==> config.mk <==
export PLATFORM = sky130hd
export DESIGN_NAME = ber_sweep_ctrl
export DESIGN_NICKNAME = d
export VERILOG_FILES = /design/src/rtl/ber_sweep_pkg.sv /design/src/rtl/ber_min_tracker.sv /design/src/rtl/ber_sweep_ctrl.sv
export SDC_FILE = /design/constraint.sdc
export NUM_CORES = 1
export LEC_CHECK = 0
export CELL_PAD_IN_SITES_DETAIL_PLACEMENT = 2
export CELL_PAD_IN_SITES_GLOBAL_PLACEMENT = 2
export CORE_MARGIN = 2
export CORE_UTILIZATION = 31
export DETAILED_ROUTE_END_ITERATION = 8
export PLACE_DENSITY_LB_ADDON = 0.12
export SKIP_LAST_GASP = 1
export SYNTH_ARGS = -nofsm -noshare
export SYNTH_HDL_FRONTEND = slang
export SYNTH_SLANG_ARGS = --single-unit
export TNS_END_PERCENT = 100
==> constraint.sdc <==
create_clock -name clock -period 5.78 [get_ports clock]
set_input_delay 1.156 -clock clock [delete_from_list [all_inputs] [get_ports clock]]
set_output_delay 1.156 -clock clock [all_outputs]
set_load 0.05 [all_outputs]
==> src/rtl/ber_sweep_pkg.sv <==
// rtl/ber_sweep_pkg.sv - shared state encoding, default widths and constants for ber_sweep_ctrl
package ber_sweep_pkg;

  typedef enum logic [2:0] {
    IDLE,
    CLEAR,
    WAIT_LOCK,
    MEASURE,
    EVAL,
    SELECT,
    RUN,
    FAIL
  } state_e;

  localparam int DEF_N_PHASES     = 4;
  localparam int DEF_NB_PHASE     = 2;
  localparam int DEF_NB_COUNT     = 64;
  localparam int DEF_NB_WINDOW    = 32;
  localparam int DEF_LOCK_TIMEOUT = 2**20;

  localparam logic [DEF_NB_COUNT-1:0] ERR_MAX = {DEF_NB_COUNT{1'b1}};

  function automatic logic is_busy(input state_e s);
    return (s == CLEAR) || (s == WAIT_LOCK) || (s == MEASURE) ||
           (s == EVAL) || (s == SELECT);
  endfunction

endpackage

==> src/rtl/ber_min_tracker.sv <==
// rtl/ber_min_tracker.sv - running minimum of per-phase error counts with lowest-phase tie rule
module ber_min_tracker
  import ber_sweep_pkg::*;
#(
  parameter int NB_PHASE = DEF_NB_PHASE,
  parameter int NB_COUNT = DEF_NB_COUNT
) (
  input  logic                clock,
  input  logic                i_reset,
  input  logic                i_clear,
  input  logic                i_valid,
  input  logic [NB_COUNT-1:0] i_err,
  input  logic [NB_PHASE-1:0] i_phase,
  output logic [NB_COUNT-1:0] o_best_err,
  output logic [NB_PHASE-1:0] o_best_phase,
  output logic                o_any_ok
);

  logic [NB_COUNT-1:0] best_err_q, best_err_d;
  logic [NB_PHASE-1:0] best_phase_q, best_phase_d;
  logic                any_ok_q, any_ok_d;

  // Strict less-than: a later phase with an equal count never displaces an earlier one.
  always_comb begin
    best_err_d   = best_err_q;
    best_phase_d = best_phase_q;
    any_ok_d     = any_ok_q;
    if (i_clear) begin
      best_err_d   = '1;
      best_phase_d = '0;
      any_ok_d     = 1'b0;
    end else if (i_valid && (i_err < best_err_q)) begin
      best_err_d   = i_err;
      best_phase_d = i_phase;
      any_ok_d     = 1'b1;
    end
  end

  always_ff @(posedge clock or negedge i_reset) begin
    if (!i_reset) begin
      best_err_q   <= '1;
      best_phase_q <= '0;
      any_ok_q     <= 1'b0;
    end else begin
      best_err_q   <= best_err_d;
      best_phase_q <= best_phase_d;
      any_ok_q     <= any_ok_d;
    end
  end

  assign o_best_err   = best_err_q;
  assign o_best_phase = best_phase_q;
  assign o_any_ok     = any_ok_q;

endmodule

==> src/rtl/ber_sweep_ctrl.sv <==
// rtl/ber_sweep_ctrl.sv - PRBS BER phase-sweep sequencer; BER_SWEEP_LOG_EN adds the per-phase error log
module ber_sweep_ctrl
  import ber_sweep_pkg::*;
#(
  parameter int N_PHASES     = DEF_N_PHASES,
  parameter int NB_PHASE     = DEF_NB_PHASE,
  parameter int NB_COUNT     = DEF_NB_COUNT,
  parameter int NB_WINDOW    = DEF_NB_WINDOW,
  parameter int LOCK_TIMEOUT = DEF_LOCK_TIMEOUT
) (
  input  logic                         clock,
  input  logic                         i_reset,
  input  logic                         i_start,
  input  logic                         i_stop,
  input  logic [NB_WINDOW-1:0]         i_window,
  input  logic [NB_COUNT-1:0]          i_bits_count,
  input  logic [NB_COUNT-1:0]          i_error_count,
  output logic                         o_reset_sinc,
  output logic                         o_enb_rx,
  output logic [NB_PHASE-1:0]          o_phase,
  output logic [NB_COUNT-1:0]          o_best_err,
  output logic                         o_busy,
  output logic                         o_done,
  output logic                         o_fail,
  output logic [N_PHASES*NB_COUNT-1:0] o_phase_err
);

  localparam int                  NB_TIMER   = (LOCK_TIMEOUT > 1) ? $clog2(LOCK_TIMEOUT) : 1;
  localparam logic [NB_TIMER-1:0] TIMER_LAST = NB_TIMER'(LOCK_TIMEOUT - 1);
  localparam logic [NB_TIMER-1:0] TIMER_MAX  = '1;
  localparam logic [NB_COUNT-1:0] ERR_ALL    = '1;
  localparam logic [NB_PHASE-1:0] PHASE_LAST = NB_PHASE'(N_PHASES - 1);

  state_e               state_q, state_d;
  logic [NB_PHASE-1:0]  phase_q, phase_d;
  logic [NB_TIMER-1:0]  timer_q, timer_d;
  logic [NB_WINDOW-1:0] window_q, window_d;
  logic [NB_COUNT-1:0]  phase_err_q, phase_err_d;
  logic                 phase_ok_q, phase_ok_d;
  logic [NB_COUNT-1:0]  best_out_q, best_out_d;

  logic                 trk_clear, trk_valid, any_ok;
  logic [NB_COUNT-1:0]  best_err;
  logic [NB_PHASE-1:0]  best_phase;
  logic                 start_ok, locked, timed_out, window_done;

  assign start_ok    = i_start && ((state_q == IDLE) || (state_q == RUN) || (state_q == FAIL));
  assign locked      = (i_bits_count != '0);
  assign timed_out   = (timer_q == TIMER_LAST);
  assign window_done = (i_bits_count >= NB_COUNT'(window_q));

  // o_phase is phase_q itself, so it only moves on CLEAR entry or out of SELECT,
  // both of which happen while the checker is disabled.
  always_comb begin
    state_d     = state_q;
    phase_d     = phase_q;
    timer_d     = timer_q;
    window_d    = window_q;
    phase_err_d = phase_err_q;
    phase_ok_d  = phase_ok_q;
    best_out_d  = best_out_q;
    trk_clear   = 1'b0;
    trk_valid   = 1'b0;
    if (i_stop) begin
      state_d = IDLE;
    end else begin
      case (state_q)
        IDLE, RUN, FAIL: begin
          if (start_ok) begin
            state_d   = CLEAR;
            phase_d   = '0;
            window_d  = i_window;
            trk_clear = 1'b1;
          end
        end
        CLEAR: begin
          timer_d     = '0;
          phase_ok_d  = 1'b0;
          phase_err_d = ERR_ALL;
          state_d     = WAIT_LOCK;
        end
        WAIT_LOCK: begin
          if (timer_q != TIMER_MAX) timer_d = timer_q + 1'b1;
          if (locked) begin
            state_d = MEASURE;
          end else if (timed_out) begin
            phase_err_d = ERR_ALL;
            phase_ok_d  = 1'b0;
            state_d     = EVAL;
          end
        end
        MEASURE: begin
          if (window_done) begin
            phase_err_d = i_error_count;
            phase_ok_d  = 1'b1;
            state_d     = EVAL;
          end
        end
        EVAL: begin
          trk_valid = phase_ok_q;
          if (phase_q == PHASE_LAST) begin
            state_d = SELECT;
          end else begin
            phase_d = phase_q + 1'b1;
            state_d = CLEAR;
          end
        end
        SELECT: begin
          if (any_ok) begin
            phase_d    = best_phase;
            best_out_d = best_err;
            state_d    = RUN;
          end else begin
            phase_d = '0;
            state_d = FAIL;
          end
        end
        default: state_d = IDLE;
      endcase
    end
  end

  always_ff @(posedge clock or negedge i_reset) begin
    if (!i_reset) begin
      state_q     <= IDLE;
      phase_q     <= '0;
      timer_q     <= '0;
      window_q    <= '0;
      phase_err_q <= '1;
      phase_ok_q  <= 1'b0;
      best_out_q  <= '0;
    end else begin
      state_q     <= state_d;
      phase_q     <= phase_d;
      timer_q     <= timer_d;
      window_q    <= window_d;
      phase_err_q <= phase_err_d;
      phase_ok_q  <= phase_ok_d;
      best_out_q  <= best_out_d;
    end
  end

  ber_min_tracker #(
    .NB_PHASE (NB_PHASE),
    .NB_COUNT (NB_COUNT)
  ) u_min_tracker (
    .clock        (clock),
    .i_reset      (i_reset),
    .i_clear      (trk_clear),
    .i_valid      (trk_valid),
    .i_err        (phase_err_q),
    .i_phase      (phase_q),
    .o_best_err   (best_err),
    .o_best_phase (best_phase),
    .o_any_ok     (any_ok)
  );

  assign o_reset_sinc = (state_q == CLEAR) || ((state_q == SELECT) && any_ok);
  assign o_enb_rx     = (state_q == WAIT_LOCK) || (state_q == MEASURE) || (state_q == RUN);
  assign o_phase      = phase_q;
  assign o_best_err   = best_out_q;
  assign o_busy       = is_busy(state_q);
  assign o_done       = (state_q == RUN) || (state_q == FAIL);
  assign o_fail       = (state_q == FAIL);

`ifdef BER_SWEEP_LOG_EN
  logic [N_PHASES*NB_COUNT-1:0] log_q;
  logic                         log_wr;

  assign log_wr = (state_q == EVAL) && !i_stop;

  always_ff @(posedge clock or negedge i_reset) begin
    if (!i_reset) begin
      log_q <= '0;
    end else if (trk_clear) begin
      log_q <= '0;
    end else if (log_wr) begin
      log_q[int'(phase_q)*NB_COUNT +: NB_COUNT] <= phase_err_q;
    end
  end

  assign o_phase_err = log_q;
`else
  assign o_phase_err = '0;
`endif

endmodule

==> results of run 1 <==
==> flip-flops by register name, indices dropped and copies added, names as in the netlist, 2 cells and up <==
register	flops
u_min_tracker.o_best_err	64
o_phase	2
phase_err_q	64
u_min_tracker.o_best_phase	2
timer_q	20
state_q	3
window_q	32
o_best_err	64
==> area by class of cell <==
class                           instances  area [µm²]  area share (%)
Clock inverter                          7       65.06          0.3627
Timing Repair Buffer                  242        2432           13.56
Sequential cell                       253        6491           36.19
Inverter                              172       645.6           3.600
Clock buffer                           49       945.9           5.274
Multi-Input combinational cell        951        6581           36.69
Antenna cell                            2       5.005         0.02790
Tap cell                              615       769.5           4.290
==> cells in the mapped netlist, types with 3 or more instances <==
library cell,count
sky130_fd_sc_hd__a21o_1,8
sky130_fd_sc_hd__a21oi_1,44
sky130_fd_sc_hd__a221oi_1,3
sky130_fd_sc_hd__a31oi_1,3
sky130_fd_sc_hd__and3_1,3
sky130_fd_sc_hd__buf_2,6
sky130_fd_sc_hd__buf_4,259
sky130_fd_sc_hd__buf_6,9
sky130_fd_sc_hd__buf_8,5
sky130_fd_sc_hd__clkbuf_1,22
sky130_fd_sc_hd__dfrtp_1,125
sky130_fd_sc_hd__dfstp_2,128
sky130_fd_sc_hd__ha_1,97
sky130_fd_sc_hd__inv_1,171
sky130_fd_sc_hd__mux2_2,96
sky130_fd_sc_hd__mux2i_1,65
sky130_fd_sc_hd__nand2_1,38
sky130_fd_sc_hd__nand2b_1,9
sky130_fd_sc_hd__nand3_1,23
sky130_fd_sc_hd__nand4_1,21
sky130_fd_sc_hd__nor2_1,96
sky130_fd_sc_hd__nor2b_1,3
sky130_fd_sc_hd__nor3_1,9
sky130_fd_sc_hd__nor3_2,3
sky130_fd_sc_hd__nor4_1,20
sky130_fd_sc_hd__o21ai_0,29
sky130_fd_sc_hd__o22a_1,64
sky130_fd_sc_hd__o31ai_1,10
sky130_fd_sc_hd__xnor2_1,6
sky130_fd_sc_hd__xor2_1,3
==> cell families after synthesis <==
| family | count (synthesis) |
|---|---|
| AO/OA/AOI/OAI | 185 |
| XOR/XNOR | 9 |
| adder cells (fa/ha/maj) | 97 |
| buffers and inverters | 473 |
| flip-flops | 253 |
| multiplexers | 161 |
| other | 1 |
| AND/OR/NAND/NOR | 243 |
==> power by group <==
| part | internal, mW | total (mW) | switching, mW |
|---|---|---|---|
| logic | 0.635 | 1.87 | 1.24 |
| clock network | 1.16 | 1.92 | 0.766 |
| registers | 2.09 | 2.27 | 0.183 |
==> cell usage in the layout (no fill, tap or decap), drive strengths merged, types with 4 or more instances in the layout <==
cell / instances
conb: 256
clkdlybuf4s50: 233
inv: 172
dfstp: 128
dfrtp: 125
ha: 97
nor2: 96
mux2: 96
mux2i: 65
o22a: 64
clkbuf: 49
a21oi: 44
nand2: 38
o21ai: 31
nand3: 23
nor4: 23
nand4: 22
nor3: 12
o31ai: 10
nand2b: 10
buf: 9
a21o: 8
xnor2: 6
clkinv: 4
nor2b: 4
==> worst min-delay path, cell delays in order (launching register included) <==
cell and delay (ns):
sky130_fd_sc_hd__dfstp_2 0.37, sky130_fd_sc_hd__inv_1 0.04, sky130_fd_sc_hd__mux2i_1 0.05
==> metrics by stage <==
| stage | cell area [µm²] | setup slack (ns) |
|---|---|---|
| after floorplan | 15920 | 2.624 |
| after global placement | 16920 | 1.436 |
| after detailed placement | 16920 | 1.405 |
| after CTS | 17930 | 1.807 |
| after global routing | 17940 | 1.634 |
| final | 17940 | 1.867 |
==> per-layer routing <==
metal	share of wire (%)	routed length (µm)	vias up	global-route usage, %
met4	1.7	699	0	3.484
met2	52	21230	256	30.06
met3	3.6	1493	44	2.348
met1	43	17550	5140	20.15
li1	-	-	4767	-
met5	0	0	-	0
==> worst min-delay path by stage <==
stage	end	slack (ns)	from
floorplan	timer_q[16]$_DFFE_PN0P_	0.44	timer_q[16]$_DFFE_PN0P_
global placement	timer_q[16]$_DFFE_PN0P_	0.46	timer_q[16]$_DFFE_PN0P_
detailed placement	phase_err_q[36]$_DFFE_PN1P_	0.47	phase_err_q[36]$_DFFE_PN1P_
CTS	phase_err_q[0]$_DFFE_PN1P_	0.48	phase_err_q[0]$_DFFE_PN1P_
global route	phase_err_q[45]$_DFFE_PN1P_	0.50	phase_err_q[45]$_DFFE_PN1P_
finish	phase_err_q[0]$_DFFE_PN1P_	0.48	phase_err_q[0]$_DFFE_PN1P_
==> metrics.txt, run 1 <==
# TYPE chip_impl_metric gauge
chip_impl_info{name="outcome",value="finished, final reports clean"} 1
chip_impl_metric{name="drt_total_wl",unit="mm"} 40.97
chip_impl_metric{name="setup_violations",unit=""} 0
chip_impl_info{name="unrepaired_setup_endpoints_after_global_routing",value="false"} 1
chip_impl_metric{name="synth_cell_type_count",unit=""} 65
chip_impl_info{name="ys.flop_type",value="sky130_fd_sc_hd__dfstp_2"} 1
chip_impl_metric{name="worstPathBufferInverterCount",unit=""} 2
chip_impl_metric{name="seq_area_frac_synth",unit="%"} 43.39
chip_impl_info{name="cp_top_family",value="simple AND/OR/NAND/NOR gates"} 1
chip_impl_info{name="crit_path_top_delay_cell",value="sky130_fd_sc_hd__nor4_1"} 1
chip_impl_info{name="end_kind",value="register"} 1
chip_impl_metric{name="vias",unit=""} 10210
chip_impl_metric{name="grt_antenna_before_repair",unit=""} 3
chip_impl_info{name="synth_top_area_cell",value="sky130_fd_sc_hd__dfstp_2"} 1
chip_impl_metric{name="drc",unit=""} 0
chip_impl_metric{name="final.setup.tns",unit="ns"} 0
chip_impl_metric{name="finalHoldWorstSlack",unit="ns"} 0.4770
chip_impl_metric{name="placementRows",unit=""} 80
chip_impl_info{name="crit_start",value="u_min_tracker.o_best_err[46]$_DFFE_PN1P_"} 1
chip_impl_metric{name="htree_levels",unit=""} 1
chip_impl_metric{name="maxSlewViolCount",unit=""} 0
chip_impl_metric{name="vdd.ir_drop.worst",unit="V"} 0.0002245
chip_impl_metric{name="post_synth.cell_area_avg",unit="µm²"} 10.52
chip_impl_metric{name="layout.filler_cells",unit=""} 5115
chip_impl_metric{name="pin_count_of_the_biggest_net_entering_global_routing",unit=""} 90
chip_impl_metric{name="global_route.usage.total",unit="%"} 16.32
chip_impl_metric{name="timing.clock.skew",unit="ns"} 0.01570
chip_impl_metric{name="place.detailed.hpwl",unit="mm"} 29.50
chip_impl_metric{name="netlist_area",unit="mm²"} 0.01496
chip_impl_metric{name="fraction_of_the_mapped_netlist_area_in_compound_gates",unit="%"} 8.966
chip_impl_metric{name="drv_cap",unit=""} 0
chip_impl_metric{name="grt_pass1_wl",unit="mm"} 64.98
chip_impl_metric{name="whs_path_depth",unit=""} 2
chip_impl_metric{name="route.detailed.vias_per_inst",unit=""} 4.455
chip_impl_info{name="startpoint_type",value="register"} 1
chip_impl_metric{name="syn_inst",unit=""} 1422
chip_impl_metric{name="worstPathRequired",unit="ns"} 6.27
chip_impl_metric{name="cts.clk_slew.worst_paths",unit="ns"} 0.06
chip_impl_metric{name="ant_nets",unit=""} 0
chip_impl_info{name="cts_tree",value="yes"} 1
chip_impl_info{name="worst_path_most_repeated_cell",value="sky130_fd_sc_hd__nand4_1"} 1
chip_impl_info{name="dominant_cells_by_area_after_synthesis",value="sky130_fd_sc_hd__dfstp_2, sky130_fd_sc_hd__dfrtp_1, sky130_fd_sc_hd__buf_4"} 1
chip_impl_metric{name="synth_enable_flop_cells",unit=""} 0
chip_impl_metric{name="floorplan.core_area",unit="mm²"} 0.04765
chip_impl_metric{name="path_max_fanout",unit=""} 57
chip_impl_metric{name="cts_repair_resize_count",unit=""} 0
chip_impl_metric{name="overflow",unit=""} 0
chip_impl_metric{name="cts.repair_timing.setup_buffer_count",unit=""} 0
chip_impl_info{name="worst_r2r_endpoint",value="u_min_tracker.o_best_err[29]$_DFFE_PN1P_"} 1
chip_impl_metric{name="final_util",unit="%"} 37.64
chip_impl_metric{name="drive_above_1_share",unit="%"} 17.86
chip_impl_metric{name="postSynthRegisterBits",unit=""} 253
chip_impl_metric{name="synth-warning-count",unit=""} 0
chip_impl_metric{name="cts_sinks",unit=""} 253
chip_impl_metric{name="vertical_die_dimension",unit="µm"} 223.7
chip_impl_metric{name="fin_total_pwr",unit="mW"} 6.065
chip_impl_metric{name="num-nets-final",unit=""} 1912
chip_impl_metric{name="regToRegSetupSlack",unit="ns"} 1.87
chip_impl_metric{name="maxClockFrequency",unit="GHz"} 0.2555
chip_impl_metric{name="first_global_vias",unit=""} 11320
chip_impl_metric{name="power.density",unit="mW/mm²"} 338.2
chip_impl_metric{name="synth.mux.area_fraction",unit="%"} 11.58
chip_impl_metric{name="r2r_cells",unit=""} 10
chip_impl_metric{name="synth_async_sr_flop_share",unit="%"} 100.0
chip_impl_metric{name="hold_viol",unit=""} 0
chip_impl_info{name="timing_worst_setup_path_type",value="reg -> reg"} 1
chip_impl_metric{name="worst_ep_arrival_time",unit="ns"} 4.41
chip_impl_metric{name="initial_core_util",unit="%"} 31.40
chip_impl_info{name="r2r-start",value="u_min_tracker.o_best_err[46]$_DFFE_PN1P_"} 1
chip_impl_metric{name="timing.max_slew.rel_slack",unit="%"} 37.15
chip_impl_metric{name="cts_inserted_buffers",unit=""} 31
chip_impl_metric{name="finish.cell_count_without_fillers",unit=""} 2291
chip_impl_metric{name="drt_pre_antenna_iters",unit=""} 4
chip_impl_metric{name="final_min_period",unit="ns"} 3.913
chip_impl_metric{name="drt_iter0_drc",unit=""} 304
chip_impl_metric{name="post-synth-top-area-fraction",unit="%"} 22.48
chip_impl_metric{name="synthXorXnorAreaFrac",unit="%"} 0.5269
chip_impl_metric{name="worstSkewPairLatency",unit="ns"} 0.56
chip_impl_metric{name="synth-adder-area-share",unit="%"} 8.113
chip_impl_info{name="crit_path_end",value="u_min_tracker.o_best_err[29]$_DFFE_PN1P_"} 1
chip_impl_info{name="clk_root_buffer_cell",value="sky130_fd_sc_hd__clkbuf_16"} 1
chip_impl_metric{name="leakage",unit="nW"} 8.913
chip_impl_metric{name="place_inst",unit=""} 2233
chip_impl_metric{name="critical-path-max-stage-delay",unit="ns"} 0.72
chip_impl_metric{name="worst-path-stages",unit=""} 10
chip_impl_info{name="synth_top_family_by_area",value="buffers and inverters"} 1
chip_impl_metric{name="die-width",unit="µm"} 223.7
chip_impl_metric{name="wl_per_cell",unit="µm"} 17.88
chip_impl_metric{name="design.portCount",unit=""} 491
chip_impl_metric{name="gp_routability_congestion",unit=""} 0.8052
chip_impl_info{name="holdCritPathClass",value="reg -> reg"} 1
chip_impl_info{name="crit_path_cell_trace",value="inv_1 > ha_1 > nand4_1 > nor4_1 > nand3_1 > a31o_1 > nand4_1 > a21bo_4 > buf_4 > o22a_1"} 1
chip_impl_metric{name="buffer_ports.inserted",unit=""} 234
chip_impl_metric{name="syn_to_final_growth",unit="%"} 19.90
chip_impl_metric{name="post_cts_hold_buffer_count",unit=""} 0
chip_impl_metric{name="cts_buffer_depth",unit=""} 3
chip_impl_metric{name="finalCritPeriodShare",unit="%"} 67.70
chip_impl_metric{name="dieArea",unit="mm²"} 0.05003
chip_impl_metric{name="synth_simple_gate_area_share",unit="%"} 8.155
chip_impl_metric{name="worst-slew-pin-transition",unit="ns"} 0.9428
Power figures use the tool's default switching activity.
==> run 2, diff against run 1 <==
- CORE_UTILIZATION: 31 -> 26
- clock period: 5.78 -> 3.4 ns (I/O delays scaled with it)
==> metrics.txt, run 2 (synthesis results as in run 1) <==
# TYPE chip_impl_metric gauge
chip_impl_metric{name="hold_viol",unit=""} 0
chip_impl_metric{name="power.density",unit="mW/mm²"} 580.3
chip_impl_metric{name="place_area",unit="mm²"} 0.01751
chip_impl_info{name="r2r-start",value="u_min_tracker.o_best_err[30]$_DFFE_PN1P_"} 1
chip_impl_metric{name="final.setup.tns",unit="ns"} 0
chip_impl_metric{name="cts_inserted_buffers",unit=""} 34
chip_impl_metric{name="cts_buffer_depth",unit=""} 3
chip_impl_metric{name="floorplan.core_area",unit="mm²"} 0.05660
chip_impl_metric{name="cts_repair_resize_count",unit=""} 0
chip_impl_metric{name="maxClockFrequency",unit="GHz"} 0.3142
chip_impl_metric{name="timing.clock.skew",unit="ns"} 0.02541
chip_impl_metric{name="place.detailed.hpwl",unit="mm"} 33.06
chip_impl_info{name="worst_r2r_endpoint",value="u_min_tracker.o_best_err[7]$_DFFE_PN1P_"} 1
chip_impl_metric{name="buffer_ports.inserted",unit=""} 234
chip_impl_info{name="unrepaired_setup_endpoints_after_global_routing",value="false"} 1
chip_impl_metric{name="worst-slew-pin-transition",unit="ns"} 0.8744
chip_impl_info{name="cts_tree",value="yes"} 1
chip_impl_metric{name="setup_violations",unit=""} 0
chip_impl_info{name="final_cell_mix",value="sky130_fd_sc_hd__conb_1, sky130_fd_sc_hd__clkdlybuf4s50_1, sky130_fd_sc_hd__inv_1"} 1
chip_impl_metric{name="htree_levels",unit=""} 2
chip_impl_metric{name="die-width",unit="µm"} 243.9
chip_impl_metric{name="regToRegSetupSlack",unit="ns"} 0.23
chip_impl_info{name="startpoint_type",value="register"} 1
chip_impl_metric{name="critical-path-max-stage-delay",unit="ns"} 0.86
chip_impl_info{name="holdCritPathClass",value="in -> async"} 1
chip_impl_metric{name="timing.max_slew.rel_slack",unit="%"} 41.71
chip_impl_info{name="outcome",value="finished, final reports clean"} 1
chip_impl_metric{name="cts.clk_slew.worst_paths",unit="ns"} 0.06
chip_impl_info{name="mostFrequentLayoutCell",value="sky130_fd_sc_hd__conb_1"} 1
chip_impl_metric{name="vias",unit=""} 10280
chip_impl_metric{name="drv_cap",unit=""} 0
chip_impl_metric{name="cts_sinks",unit=""} 253
chip_impl_metric{name="grt_pass1_wl",unit="mm"} 68.86
chip_impl_metric{name="syn_to_final_growth",unit="%"} 24.72
chip_impl_info{name="crit_path_cell_trace",value="nand2b_1 > a21oi_1 > clkdlybuf4s50_1"} 1
chip_impl_metric{name="path_max_fanout",unit=""} 12
chip_impl_metric{name="dieArea",unit="mm²"} 0.05947
chip_impl_info{name="clk_root_buffer_cell",value="sky130_fd_sc_hd__clkbuf_16"} 1
chip_impl_metric{name="fin_total_pwr",unit="mW"} 10.83
chip_impl_metric{name="leakage",unit="nW"} 9.221
chip_impl_info{name="crit_path_end",value="o_reset_sinc"} 1
chip_impl_info{name="crit_start",value="state_q[0]$_DFFE_PN0P_"} 1
chip_impl_metric{name="final_cell_area",unit="mm²"} 0.01866
chip_impl_metric{name="final_min_period",unit="ns"} 3.183
chip_impl_metric{name="num-nets-final",unit=""} 1953
chip_impl_metric{name="worst_ep_arrival_time",unit="ns"} 2.50
chip_impl_info{name="timing_worst_setup_path_type",value="reg -> out"} 1
chip_impl_metric{name="place_inst",unit=""} 2411
chip_impl_metric{name="wl_per_cell",unit="µm"} 17.77
chip_impl_metric{name="initial_core_util",unit="%"} 26.43
chip_impl_metric{name="drt_total_wl",unit="mm"} 44.01
chip_impl_metric{name="drive_above_1_share",unit="%"} 20.20
chip_impl_metric{name="cts.repair_timing.setup_buffer_count",unit=""} 0
chip_impl_metric{name="drt_pre_antenna_iters",unit=""} 4
chip_impl_metric{name="placementRows",unit=""} 87
chip_impl_metric{name="vertical_die_dimension",unit="µm"} 243.9
chip_impl_info{name="end_kind",value="output port"} 1
chip_impl_metric{name="finalCritPeriodShare",unit="%"} 93.62
chip_impl_metric{name="layout.filler_cells",unit=""} 6154
chip_impl_metric{name="gp_routability_congestion",unit=""} 0.7813
chip_impl_metric{name="vdd.ir_drop.worst",unit="V"} 0.0002974
chip_impl_metric{name="worstSkewPairLatency",unit="ns"} 0.54
chip_impl_metric{name="finalHoldWorstSlack",unit="ns"} 0.1298
chip_impl_metric{name="grt_antenna_before_repair",unit=""} 3
chip_impl_metric{name="pin_count_of_the_biggest_net_entering_global_routing",unit=""} 96
chip_impl_metric{name="drt_iter0_drc",unit=""} 290
chip_impl_metric{name="drc",unit=""} 0
chip_impl_metric{name="post_cts_hold_buffer_count",unit=""} 0
chip_impl_metric{name="ant_nets",unit=""} 0
chip_impl_metric{name="overflow",unit=""} 0
chip_impl_metric{name="r2r_cells",unit=""} 11
chip_impl_metric{name="route.detailed.vias_per_inst",unit=""} 4.150
chip_impl_info{name="crit_path_top_delay_cell",value="sky130_fd_sc_hd__clkdlybuf4s50_1"} 1
chip_impl_metric{name="design.portCount",unit=""} 491
chip_impl_metric{name="global_route.usage.total",unit="%"} 14.84
chip_impl_metric{name="first_global_vias",unit=""} 11540
chip_impl_metric{name="worstPathRequired",unit="ns"} 2.72
chip_impl_metric{name="finish.cell_count_without_fillers",unit=""} 2477
chip_impl_metric{name="maxSlewViolCount",unit=""} 0
-- run 2: worst max-delay path: cells and delay by family, from the launching register on --
kind / cells / cell delay, ns
buf+inv: 1 / 0.86
compound gates: 1 / 0.20
simple gates: 1 / 0.29
flops: 1 / 0.62
-- run 2: cell type report --
type | count | area [µm²] | share of cell area [%]
antenna | 3 | 7.507 | 0.04024
clock inverter | 13 | 133.9 | 0.7175
tap | 756 | 945.9 | 5.070
timing repair buffer | 280 | 2855 | 15.30
multi-input combinational | 951 | 6581 | 35.27
clock buffer | 49 | 997.2 | 5.345
inverter | 172 | 645.6 | 3.460
sequential | 253 | 6491 | 34.79
-- run 2: stage by stage --
stage / setup WS, ns / util [%]
2_1_floorplan: 0.7198 / -
3_3_place_gp: -0.1329 / 30.94
3_5_place_dp: -0.2565 / 30.94
4_1_cts: 0.04356 / 32.94
5_1_grt: 0.06665 / 32.96
6_report: 0.2171 / 32.96
-- run 2: worst min-delay path by stage --
stage,from,to,slack (ns),cells after the start
2_1_floorplan,i_reset,o_best_err[0]$_DFFE_PN0P_,0.38,0
3_3_place_gp,phase_err_q[0]$_DFFE_PN1P_,phase_err_q[0]$_DFFE_PN1P_,0.46,2
3_5_place_dp,phase_err_q[9]$_DFFE_PN1P_,phase_err_q[9]$_DFFE_PN1P_,0.47,2
4_1_cts,i_reset,window_q[5]$_DFFE_PN0P_,0.20,1
5_1_grt,i_reset,window_q[2]$_DFFE_PN0P_,0.18,1
6_report,i_reset,window_q[2]$_DFFE_PN0P_,0.13,1
-- run 2: report_power, final --
| group | total, mW | internal (mW) | switching, mW |
|---|---|---|---|
| logic | 3.37 | 1.23 | 2.14 |
| clock network | 3.61 | 2.20 | 1.41 |
| registers | 3.85 | 3.55 | 0.301 |
-- run 2: routing by layer --
layer / share of wire, % / wire, µm / GRT usage [%]
met1: 44 / 19280 / 18.65
met2: 50 / 22140 / 25.85
met3: 3.6 / 1583 / 2.214
met4: 2.3 / 1012 / 5.057
met5: 0 / 0 / 0
